[config.mk]
export PLATFORM = sky130hd
export DESIGN_NAME = sent_rx_frame_buffer
export DESIGN_NICKNAME = d
export VERILOG_FILES = /design/src/rtl/sent_rx_pkg.sv /design/src/rtl/sent_rx_sync_fifo.sv /design/src/rtl/sent_rx_frame_buffer.sv
export SDC_FILE = /design/constraint.sdc
export NUM_CORES = 1
export LEC_CHECK = 0
export CAP_MARGIN = 20
export CORE_UTILIZATION = 40
export DETAILED_ROUTE_END_ITERATION = 8
export GPL_TIMING_DRIVEN = 1
export PLACE_DENSITY_LB_ADDON = 0.15
export SLEW_MARGIN = 15
export SYNTH_ARGS = -nofsm -noshare
export SYNTH_HDL_FRONTEND = slang
export SYNTH_SLANG_ARGS = --single-unit
[constraint.sdc]
create_clock -name clk_rx -period 3.4 [get_ports clk_rx]
set_clock_uncertainty 0.15 [all_clocks]
set_input_delay 0.34 -clock clk_rx [delete_from_list [all_inputs] [get_ports clk_rx]]
set_output_delay 0.34 -clock clk_rx [all_outputs]
set_load 0.01 [all_outputs]
[src/rtl/sent_rx_pkg.sv]
// Shared constants and slow-channel FSM encoding for the SENT RX frame buffer.
package sent_rx_pkg;

  localparam int FAST_W  = 12;
  localparam int ID_W    = 8;
  localparam int SDATA_W = 16;

  typedef logic [0:0] slow_state_t;
  localparam slow_state_t SLOW_IDLE    = 1'b0;
  localparam slow_state_t SLOW_PENDING = 1'b1;

endpackage

[src/rtl/sent_rx_sync_fifo.sv]
// Single-clock show-ahead FIFO; pointers carry one extra wrap bit to tell full from empty.
module sent_rx_sync_fifo #(
  parameter int WIDTH = 12,
  parameter int DEPTH = 16
) (
  input  logic                     clk,
  input  logic                     rst,
  input  logic                     wr_en,
  input  logic [WIDTH-1:0]         wr_data,
  input  logic                     rd_en,
  output logic [WIDTH-1:0]         rd_data,
  output logic                     full,
  output logic                     empty,
  output logic [$clog2(DEPTH):0]   count
);

  localparam int AW = $clog2(DEPTH);

  logic [WIDTH-1:0] mem [DEPTH];
  logic [AW:0]      wr_ptr;
  logic [AW:0]      rd_ptr;
  logic             do_wr;
  logic             do_rd;

  assign empty = (wr_ptr == rd_ptr);
  assign full  = (wr_ptr[AW] != rd_ptr[AW]) && (wr_ptr[AW-1:0] == rd_ptr[AW-1:0]);
  assign count = wr_ptr - rd_ptr;

  // A pop frees the slot in the same edge, so a full FIFO still accepts a write alongside a read.
  assign do_rd = rd_en && !empty;
  assign do_wr = wr_en && (!full || do_rd);

  assign rd_data = mem[rd_ptr[AW-1:0]];

  always_ff @(posedge clk) begin
    if (rst) begin
      wr_ptr <= '0;
      rd_ptr <= '0;
    end else begin
      if (do_wr) wr_ptr <= wr_ptr + 1'b1;
      if (do_rd) rd_ptr <= rd_ptr + 1'b1;
    end
  end

  always_ff @(posedge clk) begin
    if (do_wr) mem[wr_ptr[AW-1:0]] <= wr_data;
  end

endmodule

[src/rtl/sent_rx_frame_buffer.sv]
// SENT RX host-side buffer: fast-word FIFO, latest-wins slow message register, sticky loss status.
// Optional per-entry timestamps are built when SENT_RX_TIMESTAMP_EN is defined.
module sent_rx_frame_buffer
  import sent_rx_pkg::*;
#(
  parameter int DEPTH = 16,
  parameter int OVF_W = 8,
  parameter int TS_W  = 16
) (
  input  logic                     clk_rx,
  input  logic                     reset_rx,
  input  logic                     write_enable_rx,
  input  logic [FAST_W-1:0]        data_to_fifo_rx,
  input  logic [ID_W-1:0]          id_received,
  input  logic [SDATA_W-1:0]       data_received,
  output logic                     fast_valid,
  input  logic                     fast_ready,
  output logic [FAST_W-1:0]        fast_data,
  output logic [$clog2(DEPTH):0]   fast_count,
`ifdef SENT_RX_TIMESTAMP_EN
  output logic [TS_W-1:0]          fast_timestamp,
`endif
  output logic                     slow_valid,
  input  logic                     slow_ack,
  output logic [ID_W-1:0]          slow_id,
  output logic [SDATA_W-1:0]       slow_data,
  input  logic                     clear_status,
  output logic                     fast_overflow,
  output logic [OVF_W-1:0]         overflow_count,
  output logic                     slow_lost,
  output slow_state_t              slow_state
);

`ifdef SENT_RX_TIMESTAMP_EN
  localparam int FIFO_W = FAST_W + TS_W;
  localparam logic [TS_W-1:0] TS_ONE = 1;
  logic [TS_W-1:0] ts_cnt;

  always_ff @(posedge clk_rx) begin
    if (reset_rx) ts_cnt <= '0;
    else          ts_cnt <= ts_cnt + TS_ONE;
  end
`else
  localparam int FIFO_W = FAST_W;
`endif

  localparam logic [OVF_W-1:0] OVF_ONE = 1;

  logic [FIFO_W-1:0] fifo_wdata;
  logic [FIFO_W-1:0] fifo_rdata;
  logic              fifo_full;
  logic              fifo_empty;
  logic              pop;
  logic              ovf_evt;

`ifdef SENT_RX_TIMESTAMP_EN
  assign fifo_wdata     = {ts_cnt, data_to_fifo_rx};
  assign fast_timestamp = fast_valid ? fifo_rdata[FIFO_W-1:FAST_W] : '0;
`else
  assign fifo_wdata = data_to_fifo_rx;
`endif

  sent_rx_sync_fifo #(.WIDTH(FIFO_W), .DEPTH(DEPTH)) u_fifo (
    .clk     (clk_rx),
    .rst     (reset_rx),
    .wr_en   (write_enable_rx),
    .wr_data (fifo_wdata),
    .rd_en   (fast_ready),
    .rd_data (fifo_rdata),
    .full    (fifo_full),
    .empty   (fifo_empty),
    .count   (fast_count)
  );

  assign fast_valid = !fifo_empty;
  // Memory is not reset, so mask the head while empty to keep the output at zero.
  assign fast_data  = fast_valid ? fifo_rdata[FAST_W-1:0] : '0;
  assign pop        = fast_valid && fast_ready;
  assign ovf_evt    = write_enable_rx && fifo_full && !pop;

  // Slow channel: capture whenever the decoder's level differs from the last captured message.
  logic [ID_W+SDATA_W-1:0] slow_ref;
  logic                    new_msg;
  logic                    loss_evt;

  assign new_msg    = ({id_received, data_received} != slow_ref);
  assign loss_evt   = (slow_state == SLOW_PENDING) && new_msg && !slow_ack;
  assign slow_valid = (slow_state == SLOW_PENDING);

  always_ff @(posedge clk_rx) begin
    if (reset_rx) begin
      slow_state <= SLOW_IDLE;
      slow_ref   <= '0;
      slow_id    <= '0;
      slow_data  <= '0;
    end else begin
      if (new_msg) begin
        slow_ref  <= {id_received, data_received};
        slow_id   <= id_received;
        slow_data <= data_received;
      end
      case (slow_state)
        SLOW_IDLE:    if (new_msg) slow_state <= SLOW_PENDING;
        SLOW_PENDING: if (slow_ack && !new_msg) slow_state <= SLOW_IDLE;
        default:      slow_state <= SLOW_IDLE;
      endcase
    end
  end

  // Status: an event in the same cycle as clear_status wins over the clear.
  always_ff @(posedge clk_rx) begin
    if (reset_rx) begin
      fast_overflow  <= 1'b0;
      overflow_count <= '0;
      slow_lost      <= 1'b0;
    end else begin
      if (ovf_evt) begin
        fast_overflow <= 1'b1;
        if (clear_status)         overflow_count <= OVF_ONE;
        else if (!(&overflow_count)) overflow_count <= overflow_count + OVF_ONE;
      end else if (clear_status) begin
        fast_overflow  <= 1'b0;
        overflow_count <= '0;
      end
      if (loss_evt)          slow_lost <= 1'b1;
      else if (clear_status) slow_lost <= 1'b0;
    end
  end

endmodule

* After elaboration in Yosys (flattened, before gate mapping) *
Memories as Yosys holds them, arrays and structs flattened. A register that Yosys moved wholly into a read port is not among the register bits.
Index checks and enable logic that the tools add are counted.

word-level totals
  register bits after elaboration = 69
  bits in writable memories = 192
  output and inout bits = 54
  word-level logic and storage cells = 53
  memories kept = 1

operators by class
  $add $sub $neg = 4
  equal/unequal tests = 5
  multiplexer cells = 15
  bitwise logic cells = 1
  reduce and logical (&&, ||, !) cells = 18

memories
  memory      depth  width  read ports  clocked after Yosys merged registers in  write ports  line                     source
  u_fifo.mem  16     12     1           1                                        1            sent_rx_sync_fifo.sv:19  logic [WIDTH-1:0] mem [DEPTH];

operators by type and width
  cell                   number
  $mux W8                4
  $ne A24 B24 Y1         1
  $mux W12               1
  $add A5 B1 Y5 const B  2
  $add A8 B1 Y8 const B  1
  $logic_and A1 B1 Y1    8
  $mux W4                2
  $reduce_and A8 Y1      1
  $mux W1                7
  $eq A5 B5 Y1           1
  $logic_not A1 Y1       5
  $sub A5 B5 Y5          1
  $eq A4 B4 Y1           1
  $reduce_bool A2 Y1     2
  $ne A2 B2 Y1 const B   1
  $pmux W1 S2            1
  $reduce_and A2 Y1      1
  $logic_or A1 B1 Y1     1
  $ne A1 B1 Y1           1
  $not A1 Y1             1

* Depth between registers and ports, before layout *
Gate-level depths: netlist of run 1.

  word-level depth = 7
  mapped depth = 7

* Cells and area by module *
Synthesis of run 1 repeated with hierarchy kept, for this count alone.

second synthesis, totals
  cells, all modules = 556
  area, all modules = 9560.4 um2

by module, submodules not included
  module                instances  cells each  area each (um2)  seq. area each (um2)
  sent_rx_sync_fifo     1          395         8030.2           6045.8
  sent_rx_frame_buffer  1          161         1530.2           700.7

* Worst setup path before layout of run 1 *
Ideal clock, no wire load.

  path type = reg2reg
  start = register u_fifo.wr_ptr[0]
  end = memory u_fifo.mem[0][0], enable pin
  library setup time = 0.396 ns
  data arrival time = 2.175 ns
  setup slack = 0.679 ns
  cell stages (with the launch flop) = 7
  path buffers = 0
  cells stage by stage = dfxtp_1 -> inv_1 -> ha_1 -> nand4_1 -> o31a_1 -> nand2_1 -> nor3_1

on the way
  word-level cells in the longest chain between the ends = 7

ends and longest elaborated chain
  element                                                         line                                              source
  start: declaration                                              sent_rx_sync_fifo.sv:20                           logic [AW:0] wr_ptr;
  start signal: assignment                                        sent_rx_sync_fifo.sv:40                           if (do_wr) wr_ptr <= wr_ptr + 1'b1;
  $eq A5 B5 Y1 / $eq A4 B4 Y1 (equally long branches)             sent_rx_sync_fifo.sv:25, sent_rx_sync_fifo.sv:26
  $logic_not A1 Y1 / $logic_and A1 B1 Y1 (equally long branches)  sent_rx_sync_fifo.sv:30, sent_rx_sync_fifo.sv:26
  $logic_and A1 B1 Y1 / $logic_not A1 Y1 (equally long branches)  sent_rx_sync_fifo.sv:30, sent_rx_sync_fifo.sv:31
  $logic_or A1 B1 Y1                                              sent_rx_sync_fifo.sv:31                           assign do_wr = wr_en && (!full || do_rd);
  $logic_and A1 B1 Y1                                             sent_rx_sync_fifo.sv:31
  $mux W1                                                         sent_rx_sync_fifo.sv:46                           if (do_wr) mem[wr_ptr[AW-1:0]] <= wr_data;
  $mux W1 (implied by the code)                                   sent_rx_sync_fifo.sv:46
  end: declaration                                                sent_rx_sync_fifo.sv:19

Several ways; a longest one is shown, not always the timed one.

* Final worst setup path of run 1 *
  start = register u_fifo.rd_ptr[1]
  end = output port fast_data[4]

on the way
  word-level cells in the longest chain between the ends = 2

ends and longest elaborated chain
  element                   line                        source
  start: declaration        sent_rx_sync_fifo.sv:21     logic [AW:0] rd_ptr;
  start signal: assignment  sent_rx_sync_fifo.sv:41     if (do_rd) rd_ptr <= rd_ptr + 1'b1;
  $eq A5 B5 Y1              sent_rx_sync_fifo.sv:25     assign empty = (wr_ptr == rd_ptr);
  $mux W12                  sent_rx_frame_buffer.sv:77  assign fast_data = fast_valid ? fifo_rdata[FAST_W-1:0] : '0;
  end: declaration          sent_rx_frame_buffer.sv:18  output logic [FAST_W-1:0] fast_data,

No other way between the ends.

==> reports/qor.yml, run 1 <==
status:
  run_status: "completed"
flow_run:
  drv.max_cap_violation_count: 0
sta:
  layout_worst_path_cycle_share: 0.956
  fmaxAchievable_ghz: 0.308
  totalNegativeSetupSlack_ns: 0
  finalCriticalPeriod_ns: 3.25
  slew-limit-headroom: 0.466
  postLayoutSetupSlackWorst_ns: 0.149
  final-max-slew-violation-count: 0
  setup_violations: 0
  max_slew.worst_pin.slew_ns: 0.801
  finalHoldViolations: 0
  rsz0062_at_grt: "no"
worst_setup_path:
  maximum_fanout_encountered_on_the_critical_timing_path: 12
  arrival_ns: 2.76
  crit_type: "reg2out"
  timing.reg2reg.worst_path_depth: 6
  worstSetupStartpointType: "flop"
  cp_cell_sequence: "inv_1, ha_1, and4_1, nand2_2, nand2b_4, o22ai_2, clkdlybuf4s50_1"
  regToRegSetupSlack_ns: 0.78
  endpoint_kind: "primary output"
  worstReg2RegStart: "u_fifo.rd_ptr[1]$_SDFFE_PP0P_"
  worst_ep_required_time_ns: 2.91
  worst_path_max_delay_cell: "sky130_fd_sc_hd__clkdlybuf4s50_1"
  critPathMaxStageDelay_ns: 0.60
  worst-path-buf-inv: 2
  path_delay_family: "buffers and inverters"
  r2r_endpoint: "u_fifo.mem[11][0]$_DFFE_PP_"
synthesis:
  postSynthCellCount: 549
  synth.net_count: 602
  synthesis.area_per_instance_um2: 17.4
  sequential_cell_area_fraction_in_the_yosys_report: 0.705
  synth.lib_cells_used.distinct: 43
  synth.ff_latch_count: 241
  post_syn_area_um2: 9570
  yosys_warnings: 0
global_route:
  grt_util_all_layers: 0.176
  antenna_found_initial: 0
  first_global_vias: 5552
  global_route.overflow_total: 0
  wire_length_of_the_first_global_routing_pass_um: 32000
  grt_max_degree: 42
placement:
  placement.io_buffers: 95
  globalplace.congestion: 0.827
  detailedPlace.worstSlack_ns: 0.302
  post-dp-hpwl_um: 13400
route:
  drc: 0
  routedWlPerCell_um: 20.5
  viasPerCell: 5.20
  drtPass1Iterations: 5
  detail_route.iter0.violations: 433
  ant_nets: 0
  final_routed_wirelength_um: 21000
  number_of_vias_in_the_routed_layout: 5320
power:
  worst_ir_drop_vdd_mv: 0.328
  static-leakage-power_uw: 0.00387
  power_per_cell_area_nw_per_um2: 590
floorplanning:
  core_area_um2: 23500
  rows: 56
  dieArea_um2: 24500
  die_y_um: 157
  num_io_pins: 96
  fp.dieW_um: 157
  floorplan.initialDensity: 0.408
layout:
  fraction_of_final_layout_cells_sized_beyond_drive_strength_1: 0.193
  fillerInstances: 1930
  num-nets-final: 738
  area_growth_pct: 25.5
  antenna_fix_cells: 0
cts:
  number_of_buffers_inserted_by_hold_repair_at_cts: 0
  cts.clk_slew.worst_paths_ns: 0.06
  clk_latency_worst_skew_pair_ns: 0.52
  cts_inserted_buffers: 26
  maximum_count_of_clock_buffers_along_a_single_path: 3
  htreeDepth: 1
  cts_num_sinks: 241
  cts_tree: "yes"
  clk_root_buffer_cell: "sky130_fd_sc_hd__clkbuf_16"
min_path:
  hp-start: "data_received[14]"
  hp-class: "in2reg"
  end_point_of_the_worst_hold_path: "slow_data[14]$_SDFFE_PP0P_"
  whs_path_depth: 2
## Yosys cell counts
cell type                   number  area (um^2)
sky130_fd_sc_hd__buf_4           2         15.0
sky130_fd_sc_hd__edfxtp_1      192         5770
sky130_fd_sc_hd__nand4b_1        3         26.3
sky130_fd_sc_hd__nand3_1         6         30.0
sky130_fd_sc_hd__nor2_1         25         93.8
sky130_fd_sc_hd__nor3_1          4         20.0
sky130_fd_sc_hd__o31a_1          1         8.76
sky130_fd_sc_hd__dfxtp_1        49          981
sky130_fd_sc_hd__a31o_2          1         8.76
sky130_fd_sc_hd__o41ai_1         1         8.76
sky130_fd_sc_hd__inv_1          13         48.8
sky130_fd_sc_hd__a31oi_1         2         12.5
sky130_fd_sc_hd__o22ai_1        12         75.1
sky130_fd_sc_hd__nor2b_1        24          150
sky130_fd_sc_hd__mux2i_1        25          250
sky130_fd_sc_hd__o21ai_1         1         5.00
sky130_fd_sc_hd__and4_1          3         26.3
sky130_fd_sc_hd__o311ai_1        1         8.76
sky130_fd_sc_hd__buf_1           1         3.75
sky130_fd_sc_hd__nand4_1        10         62.6
sky130_fd_sc_hd__buf_2           6         30.0
sky130_fd_sc_hd__xor2_1          5         43.8
sky130_fd_sc_hd__a21oi_1         9         45.0
sky130_fd_sc_hd__o211ai_1        3         22.5
sky130_fd_sc_hd__ha_1           10          125
sky130_fd_sc_hd__or4_1           4         30.0
sky130_fd_sc_hd__o311ai_0        1         8.76
sky130_fd_sc_hd__o21ai_0         4         20.0
sky130_fd_sc_hd__o2111ai_1       1         8.76
sky130_fd_sc_hd__a21o_1          3         22.5
sky130_fd_sc_hd__and3_1          1         6.26
sky130_fd_sc_hd__a2111oi_0       2         17.5
sky130_fd_sc_hd__nor3b_1         2         15.0
sky130_fd_sc_hd__o31ai_1         2         15.0
sky130_fd_sc_hd__nand2_1        16         60.1
sky130_fd_sc_hd__xnor2_1        32          280
sky130_fd_sc_hd__a2111oi_2       1         15.0
sky130_fd_sc_hd__clkbuf_1       15         56.3
sky130_fd_sc_hd__or2_2           2         12.5
sky130_fd_sc_hd__nor4_1          1         6.26
sky130_fd_sc_hd__mux4_2         48         1080
sky130_fd_sc_hd__nand2b_1        4         25.0
sky130_fd_sc_hd__fa_1            1         20.0
## how the worst max path moves through the flow
stage | startpoint | endpoint | slack [ns] | cells after the start
global route | u_fifo.rd_ptr[3]$_SDFFE_PP0P_ | fast_data[4] | 0.04 | 7
CTS | u_fifo.wr_ptr[0]$_SDFFE_PP0P_ | fast_data[0] | 0.08 | 7
detailed placement | u_fifo.wr_ptr[0]$_SDFFE_PP0P_ | fast_data[0] | 0.30 | 7
global placement | u_fifo.wr_ptr[0]$_SDFFE_PP0P_ | fast_data[0] | 0.41 | 7
finish | u_fifo.rd_ptr[1]$_SDFFE_PP0P_ | fast_data[4] | 0.15 | 7
floorplan | u_fifo.wr_ptr[0]$_SDFFE_PP0P_ | u_fifo.mem[0][0]$_DFFE_PP_ | 0.68 | 6
## cell type report
type,count,area [um^2],share of cell area
timing repair buffer,132,1270,0.106
clock buffer,43,744,0.0620
multi-input combinational,271,2740,0.228
tap,319,399,0.0332
inverter,13,48.8,0.00406
sequential,241,6750,0.562
clock inverter,5,60.1,0.00500
## power breakdown
part	switching, uW	total (uW)	leakage [uW]	internal, uW
clock	1080	2640	0.000389	1560
combinational	527	1160	0.00135	628
sequential	46.3	3290	0.00214	3240
total	1650	7080	0.00387	5430
## state kept, by name, summed over array words and instances, names as in the netlist, named ones only
signal,flops
u_fifo.mem,192
slow_id,8
fast_overflow,1
slow_ref,1
overflow_count,8
slow_state,1
u_fifo.wr_ptr,5
slow_lost,1
slow_data,15
u_fifo.rd_ptr,5
## stage by stage
step / std cells / hold slack [ns] / utilization / power, uW / instance area [um^2]
floorplan: 549 / 0.289 / - / 3970 / 9570
global placement: 967 / 0.308 / 0.472 / 4430 / 11100
detailed placement: 967 / 0.301 / 0.472 / 4440 / 11100
CTS: 1015 / 0.264 / 0.508 / 7120 / 11900
global route: 1024 / 0.281 / 0.512 / 7350 / 12000
finish: 1024 / 0.283 / 0.512 / 7080 / 12000
## cell usage in the layout, fill, tap and decap left out, types with 13 or more instances in the layout
cell / count
sky130_fd_sc_hd__dfxtp_1: 46
sky130_fd_sc_hd__buf_4: 34
sky130_fd_sc_hd__clkbuf_16: 26
sky130_fd_sc_hd__xnor2_1: 32
sky130_fd_sc_hd__nand2_1: 14
sky130_fd_sc_hd__nor2b_1: 24
sky130_fd_sc_hd__nor2_1: 25
sky130_fd_sc_hd__inv_1: 13
sky130_fd_sc_hd__mux2i_1: 25
sky130_fd_sc_hd__clkdlybuf4s50_1: 94
sky130_fd_sc_hd__mux4_2: 48
sky130_fd_sc_hd__edfxtp_1: 192
sky130_fd_sc_hd__clkbuf_1: 14
## metal layers
layer,GRT usage,routed length (um),vias to the layer above
li1,-,-,2433
met1,0.241,9250,2688
met2,0.291,10100,172
met3,0.0296,1250,27
met4,0.0462,400,0
met5,0,0,-
## what timing repair did
| action | in CTS | in global routing |
|---|---|---|
| gates resized for setup | 9 | 3 |
| setup endpoints to repair | 12 | 5 |
| endpoints found under the hold margin | 0 | 0 |
| buffers inserted | 0 | 9 |
| pin swaps | 0 | 0 |
## kinds of logic (layout without fill, tap and decap cells)
group | after synthesis | count (layout) | share of synthesized area
adder cells (fa/ha/maj) | 11 | 11 | 0.0152
AND/OR/NAND/NOR | 105 | 105 | 0.0590
flip-flops | 241 | 241 | 0.705
XOR/XNOR | 37 | 37 | 0.0339
buffers and inverters | 37 | 193 | 0.0161
AO/OA/AOI/OAI | 45 | 45 | 0.0316
multiplexers | 73 | 73 | 0.139
No activity file was read; power rests on OpenSTA's default activity.
==> run 2: changes to the inputs <==
--- a/config.mk
+++ b/config.mk
@@ -8,3 +8,3 @@
 export CAP_MARGIN = 20
-export CORE_UTILIZATION = 40
+export CORE_UTILIZATION = 30
 export DETAILED_ROUTE_END_ITERATION = 8
--- a/constraint.sdc
+++ b/constraint.sdc
@@ -4,2 +4,2 @@
 set_output_delay 0.34 -clock clk_rx [all_outputs]
-set_load 0.01 [all_outputs]
+set_load 0.05 [all_outputs]
==> reports/qor.yml, run 2 (synthesis gave the netlist of run 1 again) <==
cts:
  cts_inserted_buffers: 27
  maximum_count_of_clock_buffers_along_a_single_path: 3
  number_of_buffers_inserted_by_hold_repair_at_cts: 0
  cts.clk_slew.worst_paths_ns: 0.06
  cts.repair_timing.setup_buffer_count: 0
  htreeDepth: 1
  cts_num_sinks: 241
  clk_latency_worst_skew_pair_ns: 0.52
  cts_tree: "yes"
  clk_root_buffer_cell: "sky130_fd_sc_hd__clkbuf_16"
floorplanning:
  dieArea_um2: 32600
  fp.dieW_um: 181
  num_io_pins: 96
  core_area_um2: 31500
  floorplan.initialDensity: 0.304
  die_y_um: 181
  rows: 65
min_path:
  end_point_of_the_worst_hold_path: "slow_data[2]$_SDFFE_PP0P_"
  whs_path_depth: 2
  hp-class: "in2reg"
  hp-start: "data_received[2]"
placement:
  postPlaceCellArea_um2: 11300
  post-dp-hpwl_um: 14200
  detailedPlace.worstSlack_ns: 0.552
  placement.io_buffers: 95
  globalplace.congestion: 0.821
power:
  power_per_cell_area_nw_per_um2: 622
  worst_ir_drop_vdd_mv: 0.403
  static-leakage-power_uw: 0.00387
layout:
  fraction_of_final_layout_cells_sized_beyond_drive_strength_1: 0.199
  area_growth_pct: 26.7
  multi_input_gate_area_um2: 2710
  area.sequential_um2: 6750
  antenna_fix_cells: 0
  final_common_cell: "sky130_fd_sc_hd__edfxtp_1"
  final_design_area_no_fill_um2: 12100
  fillerInstances: 2915
  num-nets-final: 726
  most-common-layout-cells: "sky130_fd_sc_hd__edfxtp_1 (192), sky130_fd_sc_hd__clkdlybuf4s50_1 (82), sky130_fd_sc_hd__mux4_2 (48), sky130_fd_sc_hd__dfxtp_1 (47), sky130_fd_sc_hd__xnor2_1 (32)"
  largest_register_ff_count: 192
worst_setup_path:
  crit_type: "reg2out"
  endpoint_kind: "primary output"
  worst_ep_required_time_ns: 2.91
  worstSetupStartpointType: "flop"
  regToRegSetupSlack_ns: 0.81
  worstReg2RegStart: "u_fifo.wr_ptr[3]$_SDFFE_PP0P_"
  maximum_fanout_encountered_on_the_critical_timing_path: 10
  timing.reg2reg.worst_path_depth: 6
  r2r_endpoint: "u_fifo.mem[13][1]$_DFFE_PP_"
  arrival_ns: 2.78
route:
  viasPerCell: 4.74
  drtPass1Iterations: 6
  number_of_vias_in_the_routed_layout: 5194
  ant_nets: 0
  drc: 0
  routedWlPerCell_um: 20.5
  detail_route.iter0.violations: 353
  final_routed_wirelength_um: 22400
global_route:
  global_route.overflow_total: 0
  first_global_vias: 5645
  grt_max_degree: 42
  wire_length_of_the_first_global_routing_pass_um: 34600
  antenna_found_initial: 0
  grt_util_all_layers: 0.140
sta:
  slew-limit-headroom: 0.555
  final-max-slew-violation-count: 0
  fmaxAchievable_ghz: 0.306
  setup_violations: 0
  max_slew.worst_pin.slew_ns: 0.657
  finalHoldViolations: 0
  postLayoutSetupSlackWorst_ns: 0.131
  layout_worst_path_cycle_share: 0.962
  finalCriticalPeriod_ns: 3.27
  totalNegativeSetupSlack_ns: 0
  rsz0062_at_grt: "no"
status:
  run_status: "completed"
flow_run:
  drv.max_cap_violation_count: 0
[run 2: how the worst max path moves through the flow]
stage                                       start             to  cells past startpoint
floorplan           u_fifo.wr_ptr[0]$_SDFFE_PP0P_   fast_data[1]                      7
CTS                 u_fifo.wr_ptr[3]$_SDFFE_PP0P_  fast_data[10]                      6
global route        u_fifo.wr_ptr[3]$_SDFFE_PP0P_  fast_data[10]                      6
detailed placement  u_fifo.wr_ptr[0]$_SDFFE_PP0P_  fast_count[4]                      8
global placement    u_fifo.wr_ptr[0]$_SDFFE_PP0P_  fast_count[4]                      8
finish              u_fifo.wr_ptr[3]$_SDFFE_PP0P_     fast_valid                      4
[run 2: layout make-up]
type / instances / area share
Timing Repair Buffer: 119 / 0.105
Multi-Input combinational cell: 271 / 0.223
Clock buffer: 33 / 0.0609
Sequential cell: 241 / 0.557
Inverter: 13 / 0.00402
Clock inverter: 16 / 0.00856
Tap cell: 402 / 0.0415
[run 2: where the power goes]
part,switching [uW],total (uW),internal (uW)
logic,822,1490,672
clock network,1130,2740,1610
registers,61.0,3300,3240
[run 2: metal layers]
metal | wire [um] | GRT usage | vias up
met5 | 0 | 0 | -
met1 | 10600 | 0.194 | 2629
met3 | 976 | 0.0269 | 30
li1 | - | - | 2404
met2 | 10500 | 0.229 | 131
met4 | 390 | 0.0301 | 0
[run 2: timing repair]
action	in CTS	in global routing
gates resized for setup	1	4
setup endpoints to repair	1	12
gates cloned	0	0
[run 2: worst max-delay path, cell delays in order (launching register included)]
cell                              delay, ns
sky130_fd_sc_hd__dfxtp_1               0.58
sky130_fd_sc_hd__ha_1                  0.36
sky130_fd_sc_hd__and4_1                0.28
sky130_fd_sc_hd__nand2_1               0.18
sky130_fd_sc_hd__clkdlybuf4s50_1       0.85
[run 2: metrics by stage]
stage	cells	util	power, uW	hold slack, ns
CTS	1095	0.385	7630	0.255
global placement	1046	0.358	4860	0.309
finish	1095	0.385	7540	0.279
global route	1095	0.385	7850	0.266
detailed placement	1046	0.358	4870	0.311
floorplan	549	-	4260	0.289
==> run 3: changes to the inputs <==
- CORE_UTILIZATION: 30 -> 55
- RECOVER_POWER: not set -> 50
==> reports/qor.yml, run 3 (synthesis gave the netlist of run 1 again) <==
cts:
  cts.clk_slew.worst_paths_ns: 0.06
  cts_inserted_buffers: 24
  cts.repair_timing.setup_buffer_count: 0
  clk_latency_worst_skew_pair_ns: 0.51
  htreeDepth: 1
  cts_num_sinks: 241
  maximum_count_of_clock_buffers_along_a_single_path: 3
  cts_tree: "yes"
  clk_root_buffer_cell: "sky130_fd_sc_hd__clkbuf_16"
power:
  combPwrFrac: 0.195
  p_sw_uw: 1930
  worst_ir_drop_vdd_mv: 0.446
  power.share.switching: 0.258
  cellInternalPower_uw: 5550
  power.sequential.fraction: 0.442
  clkPwrFrac: 0.364
  static-leakage-power_uw: 0.00389
  power_per_cell_area_nw_per_um2: 630
  post-layout-total-power_uw: 7490
floorplanning:
  rows: 47
  floorplan.initialDensity: 0.571
  num_io_pins: 96
  core_area_um2: 16800
  die_y_um: 134
  dieArea_um2: 17900
  fp.dieW_um: 134
placement:
  placement.io_buffers: 95
  post-dp-hpwl_um: 12500
  globalplace.congestion: 0.888
  detailedPlace.worstSlack_ns: 0.510
min_path:
  whs_path_depth: 2
  hp-class: "in2reg"
  end_point_of_the_worst_hold_path: "slow_data[8]$_SDFFE_PP0P_"
  hp-start: "data_received[8]"
worst_setup_path:
  critPathMaxStageDelay_ns: 0.56
  endpoint_kind: "primary output"
  worstSetupStartpointType: "flop"
  r2r_endpoint: "u_fifo.mem[7][8]$_DFFE_PP_"
  worst_ep_required_time_ns: 2.91
  regToRegSetupSlack_ns: 0.74
  worst_path_max_delay_cell: "sky130_fd_sc_hd__dfxtp_1"
  cp_cell_sequence: "ha_1, and4_1, nand2_1, nand2b_2, o22ai_1, buf_12"
  maximum_fanout_encountered_on_the_critical_timing_path: 12
  worstReg2RegStart: "u_fifo.wr_ptr[3]$_SDFFE_PP0P_"
  crit_type: "reg2out"
  timing.reg2reg.worst_path_depth: 5
  arrival_ns: 2.75
layout:
  largest_register_ff_count: 192
  fillerInstances: 1084
  most-common-layout-cells: "sky130_fd_sc_hd__edfxtp_1 (192), sky130_fd_sc_hd__clkdlybuf4s50_1 (54), sky130_fd_sc_hd__mux4_2 (48), sky130_fd_sc_hd__dfxtp_1 (46), sky130_fd_sc_hd__xnor2_1 (32)"
  area.sequential_um2: 6750
  num-nets-final: 721
  multi_input_gate_area_um2: 2710
  antenna_fix_cells: 0
  area_growth_pct: 24.1
  final_common_cell: "sky130_fd_sc_hd__edfxtp_1"
  fraction_of_final_layout_cells_sized_beyond_drive_strength_1: 0.195
global_route:
  wire_length_of_the_first_global_routing_pass_um: 31000
  first_global_vias: 5468
  grt_util_all_layers: 0.233
  grt_max_degree: 49
  global_route.overflow_total: 0
  antenna_found_initial: 0
route:
  drtPass1Iterations: 5
  number_of_vias_in_the_routed_layout: 5354
  viasPerCell: 5.91
  routedWlPerCell_um: 22.1
  detail_route.iter0.violations: 490
  ant_nets: 0
  final_routed_wirelength_um: 20000
  drc: 0
sta:
  slew-limit-headroom: -0.240
  final-max-slew-violation-count: 42
  setup_violations: 0
  totalNegativeSetupSlack_ns: 0
  finalHoldViolations: 0
  postLayoutSetupSlackWorst_ns: 0.164
  finalCriticalPeriod_ns: 3.24
  fmaxAchievable_ghz: 0.309
  rsz0062_at_grt: "no"
  layout_worst_path_cycle_share: 0.952
  max_slew.worst_pin.slew_ns: 1.86
status:
  failing_checks: "capacitance limit, slew limit"
  run_status: "finished, violations left"
flow_run:
  drv.max_cap_violation_count: 1
==> run 3: cell count changes in the layout (fill, tap and decap cells not counted), sizes merged <==
| cell | before | now |
|---|---|---|
| clkinv | 14 | 10 |
| clkdlybuf4s50 | 82 | 54 |
| dlygate4sd2 | 1 | 0 |
| clkinvlp | 0 | 2 |
| dlymetal6s2s | 0 | 2 |
| clkbuf | 33 | 28 |
| buf | 36 | 33 |
| bufinv | 1 | 4 |
| dlygate4sd3 | 0 | 27 |
==> run 3: metrics by stage <==
step | utilization | area [um^2] | hold WS [ns] | std cells
final | 0.709 | 11900 | 0.289 | 906
after global placement | 0.658 | 11000 | 0.305 | 862
after floorplan | - | 9570 | 0.289 | 549
after detailed placement | 0.658 | 11000 | 0.311 | 862
after global routing | 0.709 | 11900 | 0.284 | 906
after CTS | 0.707 | 11800 | 0.271 | 906
==> run 3: final cells by class <==
| cell class | instances | share of cell area |
|---|---|---|
| repair buffers | 117 | 0.106 |
| flip-flops and latches | 241 | 0.569 |
| clock inverters | 17 | 0.0161 |
| inverters | 13 | 0.00411 |
| multi-input cells | 271 | 0.228 |
| clock buffers | 27 | 0.0533 |
| well taps | 220 | 0.0232 |
==> run 3: worst max path at each step <==
stage | from | to | slack, ns | depth (start not counted)
floorplan | u_fifo.wr_ptr[0]$_SDFFE_PP0P_ | fast_data[1] | 0.36 | 7
global placement | u_fifo.wr_ptr[0]$_SDFFE_PP0P_ | fast_count[4] | 0.62 | 8
detailed placement | u_fifo.wr_ptr[2]$_SDFFE_PP0P_ | fast_data[10] | 0.51 | 6
CTS | u_fifo.wr_ptr[2]$_SDFFE_PP0P_ | fast_data[10] | -0.06 | 6
global route | u_fifo.wr_ptr[3]$_SDFFE_PP0P_ | fast_data[6] | 0.02 | 6
finish | u_fifo.wr_ptr[3]$_SDFFE_PP0P_ | fast_data[2] | 0.16 | 6
==> run 3: timing repair <==
item,CTS,global route
pin swaps,0,0
gates cloned,0,0
resized for setup,0,8
endpoints found under the setup margin,3,14
hold buffers,0,0
endpoints found under the hold margin,0,0
==> run 3: power groups by stage <==
stage	combinational, uW	sequential [uW]	clock, uW
2_1_floorplan	875	3380	0
3_3_place_gp	1440	3370	0
3_5_place_dp	1450	3370	0
4_1_cts	1460	3310	2770
5_1_grt	1530	3320	2870
6_report	1460	3310	2720
==> run 3: worst max-delay path: cells and delay by family, from the launching register on <==
family          cells  cell delay (ns)
buf+inv             1             0.18
fa+ha+maj           1             0.36
simple gates        3             0.75
compound gates      1             0.37
flops               1             0.56
==> run 3: per-layer routing <==
layer | track usage | part of all wire | routed length, um | up-vias
met1 | 0.323 | 0.42 | 8470 | 2710
met5 | 0 | 0 | 0 | -
li1 | - | - | - | 2381
met2 | 0.389 | 0.49 | 9880 | 227
met3 | 0.0291 | 0.062 | 1250 | 36
met4 | 0.0688 | 0.021 | 413 | 0
